**config.mk**
```make
export PLATFORM = sky130hd
export DESIGN_NAME = mcp_adder_flat
export DESIGN_NICKNAME = d
export VERILOG_FILES = /design/src/rtl/mcp_adder_if.sv /design/src/rtl/mcp_adder.sv /design/src/flat_wrapper.sv
export SDC_FILE = /design/constraint.sdc
export NUM_CORES = 1
export LEC_CHECK = 0
export ABC_AREA = 1
export BUFFER_PORTS_ARGS = -buffer_cell sky130_fd_sc_hd__buf_2
export CORE_ASPECT_RATIO = 1.5
export CORE_MARGIN = 4
export CORE_UTILIZATION = 47
export DETAILED_ROUTE_END_ITERATION = 10
export PLACE_DENSITY = 0.78
export SYNTH_ARGS = -nofsm -noshare
export SYNTH_HDL_FRONTEND = slang
export SYNTH_SLANG_ARGS = --single-unit
```
**constraint.sdc**
```tcl
create_clock -name clock -period 1.75 [get_ports clock]
set_input_delay 0.35 -clock clock [delete_from_list [all_inputs] [get_ports clock]]
set_output_delay 0.35 -clock clock [all_outputs]
set_load 0.01 [all_outputs]
```
**src/rtl/mcp_adder_if.sv**
```systemverilog
// Operand/result handshake bundle for the multicycle-path adder.
// The master drives operands; the slave returns the sum and status.
interface mcp_adder_if #(
    parameter int WIDTH = 4
);
    logic             in_valid;
    logic             in_ready;
    logic [WIDTH-1:0] A;
    logic [WIDTH-1:0] B;
    logic             sub;
    logic [WIDTH:0]   sum;
    logic             out_valid;
    logic             busy;

    modport master (
        output in_valid, A, B, sub,
        input  in_ready, sum, out_valid, busy
    );

    modport slave (
        input  in_valid, A, B, sub,
        output in_ready, sum, out_valid, busy
    );
endinterface

```
**src/rtl/mcp_adder.sv**
```systemverilog
// Multicycle-path adder/subtractor: operands are registered on acceptance and the
// result is sampled MCP_CYCLES clocks later, timed by a down-counter.
module mcp_adder #(
    parameter int WIDTH      = 4,
    parameter int MCP_CYCLES = 2
) (
    input  logic        clock,
    input  logic        reset,
    mcp_adder_if.slave  bus
);
    localparam int CW = $clog2(MCP_CYCLES + 1);

    typedef enum logic {
        S_IDLE,
        S_WAIT
    } state_t;

    state_t           state;
    state_t           nxt;
    logic [CW-1:0]    cnt;
    logic [WIDTH-1:0] reg_a;
    logic [WIDTH-1:0] reg_b;
    logic             reg_sub;
    logic [WIDTH:0]   sum_q;
    logic             out_valid_q;
    logic             ready;
    logic             busy;
    logic             take;
    logic             done;
    logic [WIDTH:0]   result;

    // reg_* are frozen for the whole WAIT window; this is the multicycle path.
    assign result = reg_sub ? ({1'b0, reg_a} - {1'b0, reg_b})
                            : ({1'b0, reg_a} + {1'b0, reg_b});

    always_ff @(posedge clock or posedge reset) begin
        if (reset) begin
            state <= S_IDLE;
        end else begin
            state <= nxt;
        end
    end

    always_comb begin
        nxt   = state;
        ready = 1'b0;
        busy  = 1'b0;
        done  = 1'b0;
        unique case (state)
            S_IDLE: begin
                ready = 1'b1;
                if (bus.in_valid) begin
                    nxt = S_WAIT;
                end
            end
            S_WAIT: begin
                busy = 1'b1;
                if (cnt == '0) begin
                    done = 1'b1;
                    nxt  = S_IDLE;
                end
            end
            default: nxt = S_IDLE;
        endcase
    end

    assign take = ready & bus.in_valid;

    always_ff @(posedge clock or posedge reset) begin
        if (reset) begin
            reg_a       <= '0;
            reg_b       <= '0;
            reg_sub     <= 1'b0;
            cnt         <= '0;
            sum_q       <= '0;
            out_valid_q <= 1'b0;
        end else begin
            out_valid_q <= done;
            if (take) begin
                reg_a   <= bus.A;
                reg_b   <= bus.B;
                reg_sub <= bus.sub;
                cnt     <= CW'(MCP_CYCLES - 1);
            end else if (busy && cnt != '0) begin
                cnt <= cnt - CW'(1);
            end
            if (done) begin
                sum_q <= result;
            end
        end
    end

    assign bus.in_ready  = ready;
    assign bus.busy      = busy;
    assign bus.sum       = sum_q;
    assign bus.out_valid = out_valid_q;
endmodule
```
**src/flat_wrapper.sv**
```systemverilog
// flat-port wrapper written by rule: the top's interface ports become plain ports
module mcp_adder_flat 
#(
    parameter int WIDTH      = 4,
    parameter int MCP_CYCLES = 2
)
  (clock, reset, bus_in_valid, bus_A, bus_B, bus_sub, bus_in_ready, bus_sum, bus_out_valid, bus_busy);
  mcp_adder_if #(.WIDTH(WIDTH)) bus_i ();
  input  logic clock;
  input  logic reset;
  input wire logic [$bits(bus_i.in_valid)-1:0] bus_in_valid;
  input wire logic [$bits(bus_i.A)-1:0] bus_A;
  input wire logic [$bits(bus_i.B)-1:0] bus_B;
  input wire logic [$bits(bus_i.sub)-1:0] bus_sub;
  output wire logic [$bits(bus_i.in_ready)-1:0] bus_in_ready;
  output wire logic [$bits(bus_i.sum)-1:0] bus_sum;
  output wire logic [$bits(bus_i.out_valid)-1:0] bus_out_valid;
  output wire logic [$bits(bus_i.busy)-1:0] bus_busy;
  assign bus_i.in_valid = bus_in_valid;
  assign bus_i.A = bus_A;
  assign bus_i.B = bus_B;
  assign bus_i.sub = bus_sub;
  assign bus_in_ready = bus_i.in_ready;
  assign bus_sum = bus_i.sum;
  assign bus_out_valid = bus_i.out_valid;
  assign bus_busy = bus_i.busy;
  mcp_adder #(.WIDTH(WIDTH), .MCP_CYCLES(MCP_CYCLES)) u_core (.clock(clock), .reset(reset), .bus(bus_i));
endmodule
```
# Word level (Yosys, flattened, before mapping)
# Index checks and enable logic that the tools add are counted.
word_totals:
  ff_bits: 18
  out_inout_bits: 8
  elab_cells: 26
classes:
  add_sub_neg: 3
  bitwise: 2
  n_reduce_logical: 4
  n_mux: 10
ops:
  columns: ["operator", "count"]
  rows:
  - ["1-bit two-way mux", 6]
  - ["4-bit by 4-bit adder with 5-bit output", 1]
  - ["5-bit two-way mux", 1]
  - ["4-bit by 4-bit subtractor with 5-bit output", 1]
  - ["2-bit two-way mux", 2]
  - ["2-bit nonzero test", 2]
  - ["2-bit zero test", 1]
  - ["1-bit case mux with 2 select lines", 1]
  - ["2-bit by 1-bit subtractor with 2-bit output (second input constant)", 1]
  - ["1-bit AND", 1]
  - ["1-bit logical AND", 1]
  - ["1-bit inverter", 1]

# Depth between registers and ports, before layout
logic_depth:
  ltp_word: 4
  depth_mapped: 12

# Worst setup path after synthesis
# OpenSTA, ideal clock, no wires.
synth_timing:
  path_type: "register to register"
  start: "register u_core.reg_b[0]"
  end: "register u_core.sum_q[3] (netlist: u_core.bus.sum[3])"
  t_arrival_ns: 1.584
  t_required_ns: 1.633
  setup_time_ns: 0.117
  slack_ns: 0.048
  synth_period_minus_slack_ns: 1.702
  path_stages_with_launch: 12
  cell_sequence: "dfrtp_1 > inv_1 > ha_1 > a21oi_1 > o21ai_0 > nand2_1 > ha_1 > or2_2 > nand2_1 > nand2_1 > nand3_1 > nand2_1"
synth_between:
  elab_chain_len: 2
  word_cells_on_any_way: 3
  cone_classes: "add/sub: 2; mux: 1"
synth_rtl:
  columns: ["item", "line_no", "text"]
  rows:
  - ["start, declared", "mcp_adder.sv:22", "logic [WIDTH-1:0] reg_b;"]
  - ["start signal, assigned", "mcp_adder.sv:81", "reg_b <= bus.B;"]
  - ["4-bit by 4-bit adder with 5-bit output / 4-bit by 4-bit subtractor with 5-bit output (equally long branches)", "mcp_adder.sv:34, mcp_adder.sv:33", null]
  - ["5-bit two-way mux (*)", "mcp_adder.sv:33", "assign result = reg_sub ? ({1'b0, reg_a} - {1'b0, reg_b})"]
  - ["end signal, assigned", "mcp_adder.sv:88", "sum_q <= result;"]
  - ["end, declared", "mcp_adder.sv:24", "logic [WIDTH:0] sum_q;"]
# Every way passes the cells marked *; elsewhere a longest branch is shown, timed or not.
# A chain may end at the register's enable or synchronous reset.

# Worst setup path in the final report
layout_timing:
  start: "register u_core.reg_b[0]"
  end: "register u_core.sum_q[4] (netlist: u_core.bus.sum[4])"
# Same word-level chain as after synthesis.

==> results.md <==
* Cts hold-fix bufs at 0
* ANT cells at 0
* Clock slew at reported path FFs at 0.09 ns
* Status: finished clean
* CTS HTree Levels at 1
* Nets@finish at 157
* Routed Antenna Nets at 0
* CTS buffer count at 3
* Final HPWL DP at 1400 um
* NetSw at 1.28 mW
* Final Max Slew Viols at 0
* P&R area growth vs syn at 27.9%
* Core area at 1880 um2
* Critical path endpoint category: flip-flop
* Finish-stage setup viols at 0
* CP required at 1.94 ns
* Internal at 1.62 mW
* Clk sinks at 18
* Gr usage total at 15.6%
* Crit Path Class: flip-flop to flip-flop
* DRC at 0
* WP data arrival at 1.89 ns
* Complex-gate fraction of the synthesized area at 7.01%
* Max IR drop VDD at 1.61 mV
* First-pass GRT wire length at 3220 um
* Die X at 44.6 um
* Final wirelength at 1960 um
* Die area at 2810 um2
* Clock Power Share at 6.8%
* Vias per cell at 5.03
* Layout fillers at 162
* Worst-skew pair later-pin latency at 0.29 ns
* Top cell type's share of synthesized area at 47.6%
* Final Hold Fails at 0
* FF+latch count, synth at 18
* Root Driver: clkbuf_4
* HP Class: input pin to asynchronous set/reset pin
* CTS tree: done
* Fraction of layout cells with a size suffix above 1 at 40.4%
* Comb pwr share at 67.1%
* Hold Slack at 0.136 ns
* Initial antenna violation count at 0
* Number of synthesized flops with an enable pin at 0
* Largest net degree at the start of global routing at 19
* Post-synthesis simple-gate area fraction at 23.7%
* Vias in the first global route at 806
* Chip Height at 62.9 um
* Sequential share of the synthesized area at 47.6%
* Most frequent cells after synthesis: nand2_1 (30), dfrtp_1 (18), inv_1 (14)
* Part of the power in registers at 26.1%
* Warnings, synthesis at 0
* Sw Ratio at 44.2%
* Routability-driven placement congestion ratio at 0.761
* Layout Utilization at 64.4%
* Critical Path Source Type: flip-flop
* Post-route minimum period at 1.70 ns
* RSZ-0062 raised after global routing: true
* Max Fclk at 0.589 GHz
* Largest area contributor in the netlist: dfrtp_1
* Worst slew margin at 56.1%
* I/O Pins at 20
* Power density over the cells at 2400 nW/um2
* Post-Synth XOR/XNOR Area at 0.926%
* Final worst-path cycle share at 97.0%
* Fraction of registers with async set/reset at 100%
* Syn_area_per_cell at 8.68 um2
* Adder-cell share of the synthesized area at 10.1%
* Total global routing overflow at 0
* Initial DRC count at 14
* Maxcap violations at 0
* Clk buf depth at 2
* Portion of netlist area occupied by mux cells at 3.57%
* Clk_skew at 0.00140 ns
* Lkg Pwr at 0.639 nW
* Row count at 19
* Slew @ Worst Pin at 0.657 ns
* Main combinational cell family by area after synthesis: simple AND/OR/NAND/NOR gates
* Post-Syn Area at 946 um2
* Synth area leaders: dfrtp_1 (48%), nand2_1 (12%), ha_1 (7.9%)
* Starting Density at 50.4%
* WL per Instance at 12.5 um
* Largest fanout on the critical path at 3
* Via count at 790
* Count leader, synth: nand2_1
* Ys flop type: dfrtp_1
* Cell count after synthesis at 109
* Port Buffers at 19
* Syn Nets at 128
* Drt pass-1 iters at 4
* Synth unique cells at 18
[power groups by stage]
stage	logic, mW	clock network (mW)	registers [mW]
after floorplan	1.02	0	0.763
after global placement	1.37	0	0.729
after detailed placement	1.44	0	0.744
after CTS	1.49	0.204	0.741
after global routing	2.19	0.227	0.786
final	1.94	0.197	0.757
[layer usage]
layer | up-vias | track usage (%) | wire length (um)
met5 | - | 0 | 0
met4 | 0 | 9.06 | 41
met3 | 4 | 3.46 | 97
met1 | 365 | 17.5 | 721
li1 | 400 | - | -
met2 | 21 | 25.7 | 1100
[through the flow]
step / setup WS [ns] / cells / cell area [um2] / total power [mW] / setup TNS [ns]
finish: 0.0532 / 157 / 1210 / 2.90 / 0
global route: -0.0662 / 157 / 1210 / 3.21 / -0.0834
floorplan: 0.0484 / 109 / 946 / 1.78 / 0
CTS: 0.00543 / 154 / 1120 / 2.43 / 0
detailed placement: -0.0365 / 151 / 1080 / 2.19 / -0.0596
global placement: 0.0201 / 151 / 1080 / 2.09 / 0
[layout by cell type (no fill, tap or decap), types with 4 or more instances in the layout]
master   netlist  final
nand2_2        1      6
inv_1         14     10
nor2_1        10      9
buf_2          0     19
dfrtp_1       18     18
a21oi_1        8      7
nand3_1        6      4
inv_2          1      5
nand2_1       30     25
[sequential cells by signal (all words and copies together) (netlist names)]
signal	flops
u_core.bus.out_valid	1
u_core.cnt	2
u_core.state	1
u_core.reg_a	4
u_core.reg_b	4
u_core.reg_sub	1
u_core.bus.sum	5
[what timing repair did]
action / in CTS / in global routing
pin swaps: 1 / 12
endpoints found under the setup margin: 2 / 2
endpoints found under the hold margin: 0 / 0
gates resized for setup: 6 / 19
buffers inserted: 0 / 3
[critical path, stage by stage, from the launching register on]
cell	delay (ns)
dfrtp_1	0.41
inv_2	0.10
ha_4	0.15
a21oi_2	0.03
o21ai_1	0.07
nand2_1	0.11
ha_4	0.26
buf_6	0.12
nand2_2	0.06
nand2_2	0.06
nand2_2	0.06
nand2_1	0.04
nand3_1	0.08
nand2_1	0.05
[kinds of logic after synthesis]
| kind of cell | count (synthesis) |
|---|---|
| muxes | 3 |
| and+or+nand+nor | 51 |
| AOI/OAI and AO/OA | 13 |
| DFF | 18 |
| adders and majority gates | 7 |
| buffers and inverters | 16 |
| xor gates and xnor gates | 1 |
[worst paths after layout]
kind	from	end	slack (ns)	depth (start not counted)
worst max register to register	u_core.reg_b[0]	u_core.bus.sum[4]	0.05	13
max in group asynchronous	reset	u_core.reg_a[2]	1.20	2
worst min-delay path	reset	u_core.bus.sum[1]	0.14	2
worst min register to register	u_core.bus.sum[4]	u_core.bus.sum[4]	0.48	2
worst max-delay path	u_core.reg_b[0]	u_core.bus.sum[4]	0.05	13
min in group clock	bus_A[2]	u_core.reg_a[2]	0.29	2
[final cells by class]
type                    count  area (um2)  area share, %
multi-input cells          75         503           41.6
repair buffers             25         151           12.5
well taps                  21        26.3           2.17
flip-flops and latches     18         450           37.2
clock buffers               3        22.5           1.86
inverters                  15        56.3           4.65
Power figures use the tool's default switching activity.
